==> src/rtl/fsk_pkg.sv <==
// Shared FSK definitions: symbol length, tone-to-bit mapping, demodulator states.
// Used by both the demodulator top level and its zero-crossing detector.
package fsk_pkg;

    localparam int FSK_SAMPLES_PER_SYM = 256;

    localparam logic FSK_BIT_LOW_TONE  = 1'b1;
    localparam logic FSK_BIT_HIGH_TONE = 1'b0;

    typedef enum logic {
        IDLE = 1'b0,
        ACQ  = 1'b1
    } fsk_state_e;

    // A sample of exactly zero is treated as positive.
    function automatic logic fsk_is_pos(input logic signed [7:0] s);
        return ~s[7];
    endfunction

endpackage

==> src/rtl/fsk_zc_detector.sv <==
// Sign tracker with a one-cycle crossing pulse per accepted sample.
// Optional hysteresis band selected by FSK_DEMOD_HYST_EN.
module fsk_zc_detector
    import fsk_pkg::*;
#(
    parameter int HYST = 8
) (
    input  logic              clk,
    input  logic              rst_n,
    input  logic signed [7:0] i_sample,
    input  logic              i_valid,
    input  logic              i_init,
    output logic              o_cross
);

    localparam logic signed [7:0] L_HI = 8'(HYST);
    localparam logic signed [7:0] L_LO = 8'(-HYST);

    logic r_sign;
    logic w_next_sign;

`ifdef FSK_DEMOD_HYST_EN
    // Flip only once the sample leaves the dead band; otherwise hold.
    always_comb begin
        w_next_sign = r_sign;
        if (i_sample > L_HI) begin
            w_next_sign = 1'b1;
        end else if (i_sample < L_LO) begin
            w_next_sign = 1'b0;
        end
    end
`else
    logic w_unused_hyst;
    assign w_unused_hyst = ^{L_HI, L_LO};

    // Plain sign of the sample.
    always_comb begin
        w_next_sign = fsk_is_pos(i_sample);
    end
`endif

    // Sync re-seeds from the raw sign; later samples follow the tracker.
    always_ff @(posedge clk or negedge rst_n) begin
        if (!rst_n) begin
            r_sign <= 1'b0;
        end else if (i_valid) begin
            r_sign <= i_init ? fsk_is_pos(i_sample) : w_next_sign;
        end
    end

    assign o_cross = i_valid & ~i_init & (w_next_sign != r_sign);

endmodule

==> src/rtl/fsk_demodulator.sv <==
// FSK demodulator: counts zero crossings per symbol window, low count => 1.
// Build option FSK_DEMOD_HYST_EN enables the detector hysteresis band.
module fsk_demodulator
    import fsk_pkg::*;
#(
    parameter int SAMPLES_PER_SYM = FSK_SAMPLES_PER_SYM,
    parameter int CNT_W           = 4,
    parameter int THRESH          = 3,
    parameter int HYST            = 8
) (
    input  logic              clk,
    input  logic              rst_n,
    input  logic              sample_valid,
    input  logic signed [7:0] sample,
    input  logic              sym_sync,
    output logic              bit_valid,
    output logic              bit_out,
    output logic [CNT_W-1:0]  xcnt,
    output logic              locked
);

    localparam int IDX_W = $clog2(SAMPLES_PER_SYM);

    localparam logic [IDX_W-1:0] L_LAST   = IDX_W'(SAMPLES_PER_SYM - 1);
    localparam logic [IDX_W-1:0] L_ONE    = IDX_W'(1);
    localparam logic [CNT_W-1:0] L_MAX    = {CNT_W{1'b1}};
    localparam logic [CNT_W:0]   L_THRESH = (CNT_W + 1)'(THRESH);

    fsk_state_e r_state;
    fsk_state_e w_state_next;

    logic [IDX_W-1:0] r_idx;
    logic [CNT_W-1:0] r_cnt;
    logic [CNT_W-1:0] w_cnt_next;
    logic             r_bit_valid;
    logic             r_bit_out;
    logic [CNT_W-1:0] r_xcnt;

    logic w_init;
    logic w_accept;
    logic w_eos;
    logic w_cross;

    // Sync always wins, even on the last sample of a symbol.
    assign w_init   = sample_valid & sym_sync;
    assign w_accept = sample_valid & ~sym_sync & (r_state == ACQ);
    assign w_eos    = w_accept & (r_idx == L_LAST);

    fsk_zc_detector #(
        .HYST     (HYST)
    ) u_zc (
        .clk      (clk),
        .rst_n    (rst_n),
        .i_sample (sample),
        .i_valid  (w_init | w_accept),
        .i_init   (w_init),
        .o_cross  (w_cross)
    );

    assign w_cnt_next = (w_cross && (r_cnt != L_MAX)) ? r_cnt + 1'b1 : r_cnt;

    // State register.
    always_ff @(posedge clk or negedge rst_n) begin
        if (!rst_n) begin
            r_state <= IDLE;
        end else begin
            r_state <= w_state_next;
        end
    end

    // Next state: any sync enters (or restarts) acquisition.
    always_comb begin
        w_state_next = r_state;
        unique case (r_state)
            IDLE: if (w_init) w_state_next = ACQ;
            ACQ:  w_state_next = ACQ;
            default: w_state_next = IDLE;
        endcase
    end

    // Sample index and saturating crossing counter.
    always_ff @(posedge clk or negedge rst_n) begin
        if (!rst_n) begin
            r_idx <= '0;
            r_cnt <= '0;
        end else if (w_init) begin
            r_idx <= L_ONE;
            r_cnt <= '0;
        end else if (w_accept) begin
            r_idx <= r_idx + 1'b1;
            r_cnt <= w_eos ? '0 : w_cnt_next;
        end
    end

    // Decision registers, updated once per completed symbol.
    always_ff @(posedge clk or negedge rst_n) begin
        if (!rst_n) begin
            r_bit_valid <= 1'b0;
            r_bit_out   <= 1'b0;
            r_xcnt      <= '0;
        end else begin
            r_bit_valid <= w_eos;
            if (w_eos) begin
                r_bit_out <= ({1'b0, w_cnt_next} < L_THRESH) ?
                             FSK_BIT_LOW_TONE : FSK_BIT_HIGH_TONE;
                r_xcnt    <= w_cnt_next;
            end
        end
    end

    assign bit_valid = r_bit_valid;
    assign bit_out   = r_bit_out;
    assign xcnt      = r_xcnt;
    assign locked    = (r_state == ACQ);

endmodule
==> config.mk <==
export PLATFORM = sky130hd
export DESIGN_NAME = fsk_demodulator
export DESIGN_NICKNAME = d
export VERILOG_FILES = /design/src/rtl/fsk_pkg.sv /design/src/rtl/fsk_zc_detector.sv /design/src/rtl/fsk_demodulator.sv
export SDC_FILE = /design/constraint.sdc
export NUM_CORES = 1
export LEC_CHECK = 0
export BUFFER_PORTS_ARGS = -buffer_cell sky130_fd_sc_hd__buf_4
export CAP_MARGIN = 20
export CORE_MARGIN = 8
export CORE_UTILIZATION = 45
export CTS_CLUSTER_DIAMETER = 100
export DETAILED_ROUTE_END_ITERATION = 10
export PLACE_DENSITY = 0.71
export SLEW_MARGIN = 20
export SYNTH_ARGS = -nofsm -noshare
export SYNTH_HDL_FRONTEND = slang
export SYNTH_SLANG_ARGS = --single-unit
==> constraint.sdc <==
create_clock -name clk -period 4.3 [get_ports clk]
set_input_delay 0.43 -clock clk [delete_from_list [all_inputs] [get_ports clk]]
set_output_delay 0.43 -clock clk [all_outputs]
set_load 0.05 [all_outputs]
After elaboration in Yosys (flattened, before gate mapping)
Cells that the tools add are included.
W data, S select, Z words.
{"block": "totals", "latch_bits": 0, "rom_bits": 0, "n_memories": 0, "out_inout_bits": 7, "register_bits": 20, "ramBits": 0}
{"block": "op_classes", "n_reduce_logical": 2, "eq_ne": 3, "n_lt_le_gt_ge": 1, "mul": 0, "n_bitwise": 11, "n_div": 0, "shifts": 0, "muxes": 9, "n_addsub": 2}
{"op": "$mux W4", "count": 4}
{"op": "$mux W8", "count": 2}
{"op": "$add A8 B1 Y8 const B", "count": 1}
{"op": "$eq A8 B8 Y1 const B", "count": 1}
{"op": "$and A1 B1 Y1", "count": 6}
{"op": "$add A4 B1 Y4 const B", "count": 1}
{"op": "$lt A4 B2 Y1 const B", "count": 1}
{"op": "$ne A4 B4 Y1 const B", "count": 1}
{"op": "$not A1 Y1", "count": 4}
{"op": "$mux W1", "count": 2}
{"op": "$pmux W1 S2", "count": 1}
{"op": "$reduce_bool A2 Y1", "count": 1}
{"op": "$logic_and A1 B1 Y1", "count": 1}
{"op": "$ne A1 B1 Y1", "count": 1}
{"op": "$or A1 B1 Y1", "count": 1}

Longest topological paths before layout
Gate-level depths: netlist (run 1).
{"block": "depth", "depth_word": 11, "ltp_mapped": 6, "depth_no_buf": 5}

By module
From an unflattened synthesis (run 1), not the netlist that was laid out.
{"block": "unflattened", "cells_unflattened": 108, "area_unflattened_um2": 1074.8}
{"mod": "fsk_demodulator", "n_inst": 1, "seq_area_each_um2": 475.5, "cells_each": 103, "area_each_um2": 1014.7}
{"mod": "fsk_zc_detector", "n_inst": 1, "seq_area_each_um2": 25.0, "cells_each": 5, "area_each_um2": 60.1}

Worst setup path before layout (run 1)
No wires, ideal clock.
{"block": "synth_timing", "path_type": "reg2reg", "startpoint": "reg r_state (netlist: locked)", "endpoint": "reg r_bit_out (netlist: bit_out)", "slack_ns": 2.632, "path_stages_with_launch": 6, "path_buffers": 1, "arrival_ns": 1.548, "synth_period_minus_slack_ns": 1.668, "setup_ns": 0.120, "cell_sequence": "dfrtp_1 and3b_1 buf_4 nand4_1 xor2_1 a31o_1"}
{"block": "synth_via", "elab_chain_cells": 8, "elab_cells_between_ends": 9, "classes_between": "order compare: 1; mux: 2; bitwise: 5; reduce/logical: 1"}
{"element": "start, declared", "line_no": "fsk_demodulator.sv:29", "text": "fsk_state_e r_state;"}
{"element": "start signal, assigned", "line_no": "fsk_demodulator.sv:67", "text": "r_state <= w_state_next;"}
{"element": "$and A1 B1 Y1 *", "line_no": "fsk_demodulator.sv:46", "text": "assign w_accept = sample_valid & ~sym_sync & (r_state == ACQ);"}
{"element": "$or A1 B1 Y1", "line_no": "fsk_demodulator.sv:55", "text": ".i_valid (w_init | w_accept),"}
{"element": "$and A1 B1 Y1 (2 in a row)", "line_no": "fsk_zc_detector.sv:51", "text": "assign o_cross = i_valid & ~i_init & (w_next_sign != r_sign);"}
{"element": "$logic_and A1 B1 Y1", "line_no": "fsk_demodulator.sv:60", "text": "assign w_cnt_next = (w_cross && (r_cnt != L_MAX)) ? r_cnt + 1'b1 : r_cnt;"}
{"element": "$mux W4", "line_no": "fsk_demodulator.sv:60"}
{"element": "$lt A4 B2 Y1", "line_no": "fsk_demodulator.sv:104", "text": "r_bit_out <= ({1'b0, w_cnt_next} < L_THRESH) ?"}
{"element": "$mux W1", "line_no": "fsk_demodulator.sv:104"}
{"element": "end signal, assigned", "line_no": "fsk_demodulator.sv:104"}
{"element": "end, declared", "line_no": "fsk_demodulator.sv:36", "text": "logic r_bit_out;"}
Every way passes the cells marked *; elsewhere a longest branch is shown, timed or not.
A chain may end at the register's enable or synchronous reset.

Final worst setup path (run 1)
{"block": "layout_timing", "startpoint": "reg r_idx[0]", "endpoint": "reg r_bit_out (netlist: bit_out)"}
{"block": "layout_via", "elab_chain_cells": 2}
{"element": "start, declared", "line_no": "fsk_demodulator.sv:32", "text": "logic [IDX_W-1:0] r_idx;"}
{"element": "start signal, assigned", "line_no": "fsk_demodulator.sv:90", "text": "r_idx <= r_idx + 1'b1;"}
{"element": "$eq A8 B8 Y1", "line_no": "fsk_demodulator.sv:47", "text": "assign w_eos = w_accept & (r_idx == L_LAST);"}
{"element": "$and A1 B1 Y1", "line_no": "fsk_demodulator.sv:47"}
No other way between the ends.

==> flow_summary.toml, run 1 <==
[critical_path]
setup.worst_path.start = "r_idx[0]$_DFFE_PN0P_"
crit_type = "reg -> reg"
crit_chain = "ha_1, nand3_2, nor4_4, and2b_4, a31o_1"
reg2regPathDepth = 5
r2r_start = "r_idx[0]$_DFFE_PN0P_"
cp-endpoint = "bit_out$_DFFE_PN0P_"
reg2reg_to = "bit_out$_DFFE_PN0P_"
reg2reg_slack_ps = 2410
cp_slowest_cell = "nor4_4"
startpoint_type = "flop"
cp.required_ps = 4500
crit_path_max_fanout = 11
critPathBufInv = 0
end_kind = "flop"
crit_family = "simple AND/OR/NAND/NOR gates"
cp.depth = 5
crit_path_max_incr_delay_ps = 500
arrival_ps = 2100

[job]
maxCapViolations = 0

[timing]
slew_violations = 0
layout_min_cycle_time_ps = 1890
fmax_mhz = 529
fin_setup_tns_ps = 0
min_period_over_period_pct = 44.0
worst_pin_slew_ps = 518
rsz0062_at_grt = "false"
clock_skew_ps = 5.34
hold_viol = 0
setup_viol = 0
max_slew_margin_pct = 65.2

[final_layout]
fillers = 196
drive_gt1_share_pct = 20.4
regArea_um2 = 500
nets = 128
multi_input_comb_area_um2 = 494
fin_util_pct = 53.6
areaGrowthSynthToFinish_pct = 14.5
antenna_cells = 0

[yosys]
synth_area_leader_cell = "dfrtp_1"
synth_seq_cells = 20
syn_area_per_cell_um2 = 10.4
netlist.area_leader.share_pct = 48.8
ys_top_cells_by_area = "dfrtp_1, o21ai_0, a21oi_1"
synth_nets = 113
synth-edff-count = 0
yosysSeqAreaShare_pct = 48.8
synth_cells = 99
synth_area_mm2 = 0.00102
synthArstFlopShare_pct = 100
synth_cell_types = 36
synth_top_flop_cell = "dfrtp_1"
synth-warning-count = 0

[clocking]
root_buffer = "clkbuf_4"
clock-sinks = 20
numCtsBuffers = 3
cts_resized = 0
htreeDepth = 1
cts.path.max_buffers = 2
clkTransAtPathRegs_ps = 110
cts_tree = "built"
clock_latency_ps = 300

[place]
numPortBuffers = 11
hpwl_um = 1330
gp_congestion = 0.833

[drt]
dr.pass1.iters = 4
viasPerCell = 5.45
totalWireLength_um = 1880
wl_per_cell_um = 13.3
route.detailed.drc = 0
drt_iter0_drc = 22
ant_nets = 0
via_count = 768

[pwr]
total_power_uw = 357
peakVddDrop_mv = 0.300
leakage_uw = 0.000536
p_per_area_mw_per_mm2 = 304

[floorplan]
num_io_pins = 19
dieHeight_um = 63.7
start_util_pct = 46.8
dieArea_mm2 = 0.00406
coreArea_mm2 = 0.00219
rows = 17
die_width_um = 63.7

[global_routing]
busiest_layer = "met2"
grt_pass1_wl_um = 3370
grt_use_met3_pct = 2.83
grt_util_met2_pct = 16.5
track_usage_pct = 10.0
grt_overflow = 0
grt_pass1_vias = 767
grt.met1_usage_pct = 11.7
antenna_found_initial = 0
grt_max_degree = 21

[min_path]
holdCritPathClass = "in -> reg"

[run_status]
outcome = "complete, no violations"
power breakdown:
group / internal (uW) / total [uW] / leakage (uW) / switching (uW)
Sequential: 197 / 208 / 0.000268 / 11.8
Combinational: 17.6 / 39.9 / 0.000246 / 22.3
Clock: 51.7 / 109 / 0.0000210 / 57.1
how the worst min path moves through the flow:
stage                   start                       to  slack (ps)  cells after the start
detailed placement      rst_n      xcnt[0]$_DFFE_PN0P_         320                      1
global placement        rst_n      xcnt[0]$_DFFE_PN0P_         320                      1
global route        sample[7]  u_zc.r_sign$_DFFE_PN0P_         350                      2
finish              sample[7]  u_zc.r_sign$_DFFE_PN0P_         330                      2
CTS                 sample[7]  u_zc.r_sign$_DFFE_PN0P_         330                      2
floorplan               rst_n      bit_out$_DFFE_PN0P_         130                      0
cells by family after synthesis:
kind of cell | count (synthesis) | share of synthesized area, %
AO/OA/AOI/OAI | 31 | 18.3
AND/OR/NAND/NOR | 35 | 22.0
multiplexers | 2 | 2.08
buffers and inverters | 5 | 2.93
XOR/XNOR | 4 | 3.42
adder cells (fa/ha/maj) | 2 | 2.44
flip-flops | 20 | 48.8
sequential cells by signal, summed over array words and instances, names as in the netlist:
signal	count
xcnt	4
locked	1
r_idx	8
r_cnt	4
bit_out	1
bit_valid	1
u_zc.r_sign	1
Yosys cell counts, types with 2 or more instances:
cell	instances
dfrtp_1	20
o21ai_0	13
nand2_1	9
a21oi_1	8
nor2_1	7
nand4_1	4
nand3_1	3
a22o_1	2
and3_1	2
ha_1	2
inv_1	2
xnor2_1	2
xor2_1	2
routing by layer:
layer | vias up | wire length (um)
met3 | 4 | 92
met5 | - | 0
met2 | 15 | 881
li1 | 389 | -
met1 | 360 | 877
met4 | 0 | 23
stage by stage:
stage / instance area (um2) / instances / hold slack, ps / worst slack, ps
floorplan: 1020 / 99 / 134 / 2630
global placement: 1130 / 136 / 321 / 2430
detailed placement: 1130 / 136 / 323 / 2410
CTS: 1170 / 141 / 330 / 2390
global route: 1170 / 141 / 351 / 2250
finish: 1170 / 141 / 331 / 2410
layout make-up:
type	instances	share of cell area, %
inverters	2	0.640
repair buffers	13	8.53
well taps	28	2.99
flip-flops and latches	20	42.6
clock buffers	4	3.09
multi-input cells	74	42.1
placed cells by master, fill, tap and decap left out, types with 2 or more instances in the layout:
| master | instances |
|---|---|
| nand4_1 | 4 |
| clkbuf_4 | 3 |
| buf_4 | 12 |
| ha_1 | 2 |
| xnor2_1 | 2 |
| dfrtp_1 | 20 |
| nor2_1 | 7 |
| and3_1 | 2 |
| o21ai_0 | 13 |
| a22o_1 | 2 |
| inv_1 | 2 |
| nand2_1 | 9 |
| nand3_1 | 3 |
| xor2_1 | 2 |
| a21oi_1 | 8 |
timing repair:
action / CTS / global route
setup buffers: 0 / 0
endpoints found under the hold margin: 20 / 0
hold buffers: 1 / 0
(Power assumes the default switching activity.)
==> run 2: changes to the inputs <==
--- a/config.mk
+++ b/config.mk
@@ -11,7 +11,7 @@
 export CORE_UTILIZATION = 45
 export CTS_CLUSTER_DIAMETER = 100
 export DETAILED_ROUTE_END_ITERATION = 10
-export PLACE_DENSITY = 0.71
+export PLACE_DENSITY = 0.73
 export SLEW_MARGIN = 20
 export SYNTH_ARGS = -nofsm -noshare
 export SYNTH_HDL_FRONTEND = slang
==> constraint.sdc (replaced) <==
create_clock -name clk -period 1.7 [get_ports clk]
set_input_delay 0.17 -clock clk [delete_from_list [all_inputs] [get_ports clk]]
set_output_delay 0.17 -clock clk [all_outputs]
set_load 0.05 [all_outputs]
==> flow_summary.toml, run 2 (synthesis results as in run 1) <==
[final_layout]
antenna_cells = 0
final_cell_mix = "dfrtp_1, buf_4, o21ai_0"
largest_register_ffs = 8
regMostFlops = "r_idx"
nets = 136
fin_util_pct = 56.1
drive_gt1_share_pct = 25.0
final_cells = 148
areaGrowthSynthToFinish_pct = 19.9

[timing]
min_period_over_period_pct = 94.3
worst_pin_slew_ps = 304
hold_viol = 0
layout_min_cycle_time_ps = 1600
fin_setup_tns_ps = 0
rsz0062_at_grt = "false"
clock_skew_ps = 8.24
setup_viol = 0
slew_violations = 0
max_slew_margin_pct = 79.6
fmax_mhz = 624

[place]
gp_congestion = 0.849
numPortBuffers = 11
dpl.cell_count = 144
hpwl_um = 1420

[critical_path]
crit_type = "reg -> reg"
arrival_ps = 1800
end_kind = "flop"
crit_path_max_fanout = 6
cp.required_ps = 1890
startpoint_type = "flop"

[drt]
wl_per_cell_um = 13.4
totalWireLength_um = 1980
drt_iter0_drc = 18
viasPerCell = 5.45
dr.pass1.iters = 4
route.detailed.drc = 0
via_count = 806
ant_nets = 0

[clocking]
numCtsBuffers = 3
clock-sinks = 20
root_buffer = "clkbuf_4"
cts.path.max_buffers = 2
clock_latency_ps = 290
clkTransAtPathRegs_ps = 110
cts_tree = "built"
htreeDepth = 1

[global_routing]
antenna_found_initial = 0
grt_pass1_wl_um = 3440
track_usage_pct = 10.1
grt_max_degree = 21
grt_overflow = 0
grt_pass1_vias = 818

[floorplan]
coreArea_mm2 = 0.00219
num_io_pins = 19
dieArea_mm2 = 0.00406
rows = 17
start_util_pct = 46.8
dieHeight_um = 63.7
die_width_um = 63.7

[pwr]
peakVddDrop_mv = 0.452
leakage_uw = 0.000571
p_per_area_mw_per_mm2 = 725

[min_path]
holdCritPathClass = "in -> reg"

[run_status]
outcome = "complete, no violations"

[job]
maxCapViolations = 0
[run 2: changes by cell type in the layout (fill, tap and decap cells not counted), sizes merged]
cell	before	now
buf	12	20
clkbuf	4	3
[run 2: timing repair]
action | CTS | global route
endpoints found under the setup margin | 0 | 1
gates resized for setup | 0 | 1
buffers inserted | 0 | 0
hold endpoints to repair | 20 | 0
hold buffers | 1 | 0
[run 2: metrics by stage]
stage	setup slack [ps]	total power (uW)	cell area (um2)	hold slack (ps)
2_1_floorplan	32.3	598	1020	-126
3_3_place_gp	152	668	1190	64.2
3_5_place_dp	93.2	677	1190	62.8
4_1_cts	76.2	905	1220	72.1
5_1_grt	16.4	941	1230	79.1
6_report	96.8	891	1230	76.8
[run 2: cell type report]
| cell class | count | area (um2) |
|---|---|---|
| Fill cell | 195 | 962 |
| Multi-Input combinational cell | 74 | 503 |
| Sequential cell | 20 | 500 |
| Timing Repair Buffer | 21 | 160 |
| Tap cell | 28 | 35.0 |
| Clock buffer | 3 | 22.5 |
| Inverter | 2 | 7.51 |
[run 2: power by group]
| group | switching, uW | internal, uW |
|---|---|---|
| Clock | 140 | 82.4 |
| Combinational | 79.1 | 74.9 |
| Sequential | 17.5 | 497 |
[run 2: layer usage]
layer	part of all wire, %	up-vias	GRT usage [%]
li1	-	412	-
met2	46	20	16.0
met3	5.2	2	2.65
met1	49	372	12.5
met4	0.40	0	4.74
met5	0	-	0
[run 2: worst max-delay path: stages, from the launching register on]
cell and delay [ps]:
dfrtp_1 450, ha_1 230, nand3_1 180, and3_1 270, o21bai_1 110, mux2_2 270
[run 2: final timing paths]
path | from | endpoint | slack, ps | cells past startpoint
max in group asynchronous | rst_n | r_idx[1]$_DFFE_PN0P_ | 1210 | 2
worst max-delay path | r_cnt[1]$_DFFE_PN0P_ | r_cnt[0]$_DFFE_PN0P_ | 100 | 5
worst max register to register | r_cnt[1]$_DFFE_PN0P_ | r_cnt[0]$_DFFE_PN0P_ | 100 | 5
min in group asynchronous | rst_n | xcnt[1]$_DFFE_PN0P_ | 280 | 2
worst min register to register | r_idx[5]$_DFFE_PN0P_ | r_idx[5]$_DFFE_PN0P_ | 520 | 1
worst min-delay path | sample[7] | u_zc.r_sign$_DFFE_PN0P_ | 80 | 2
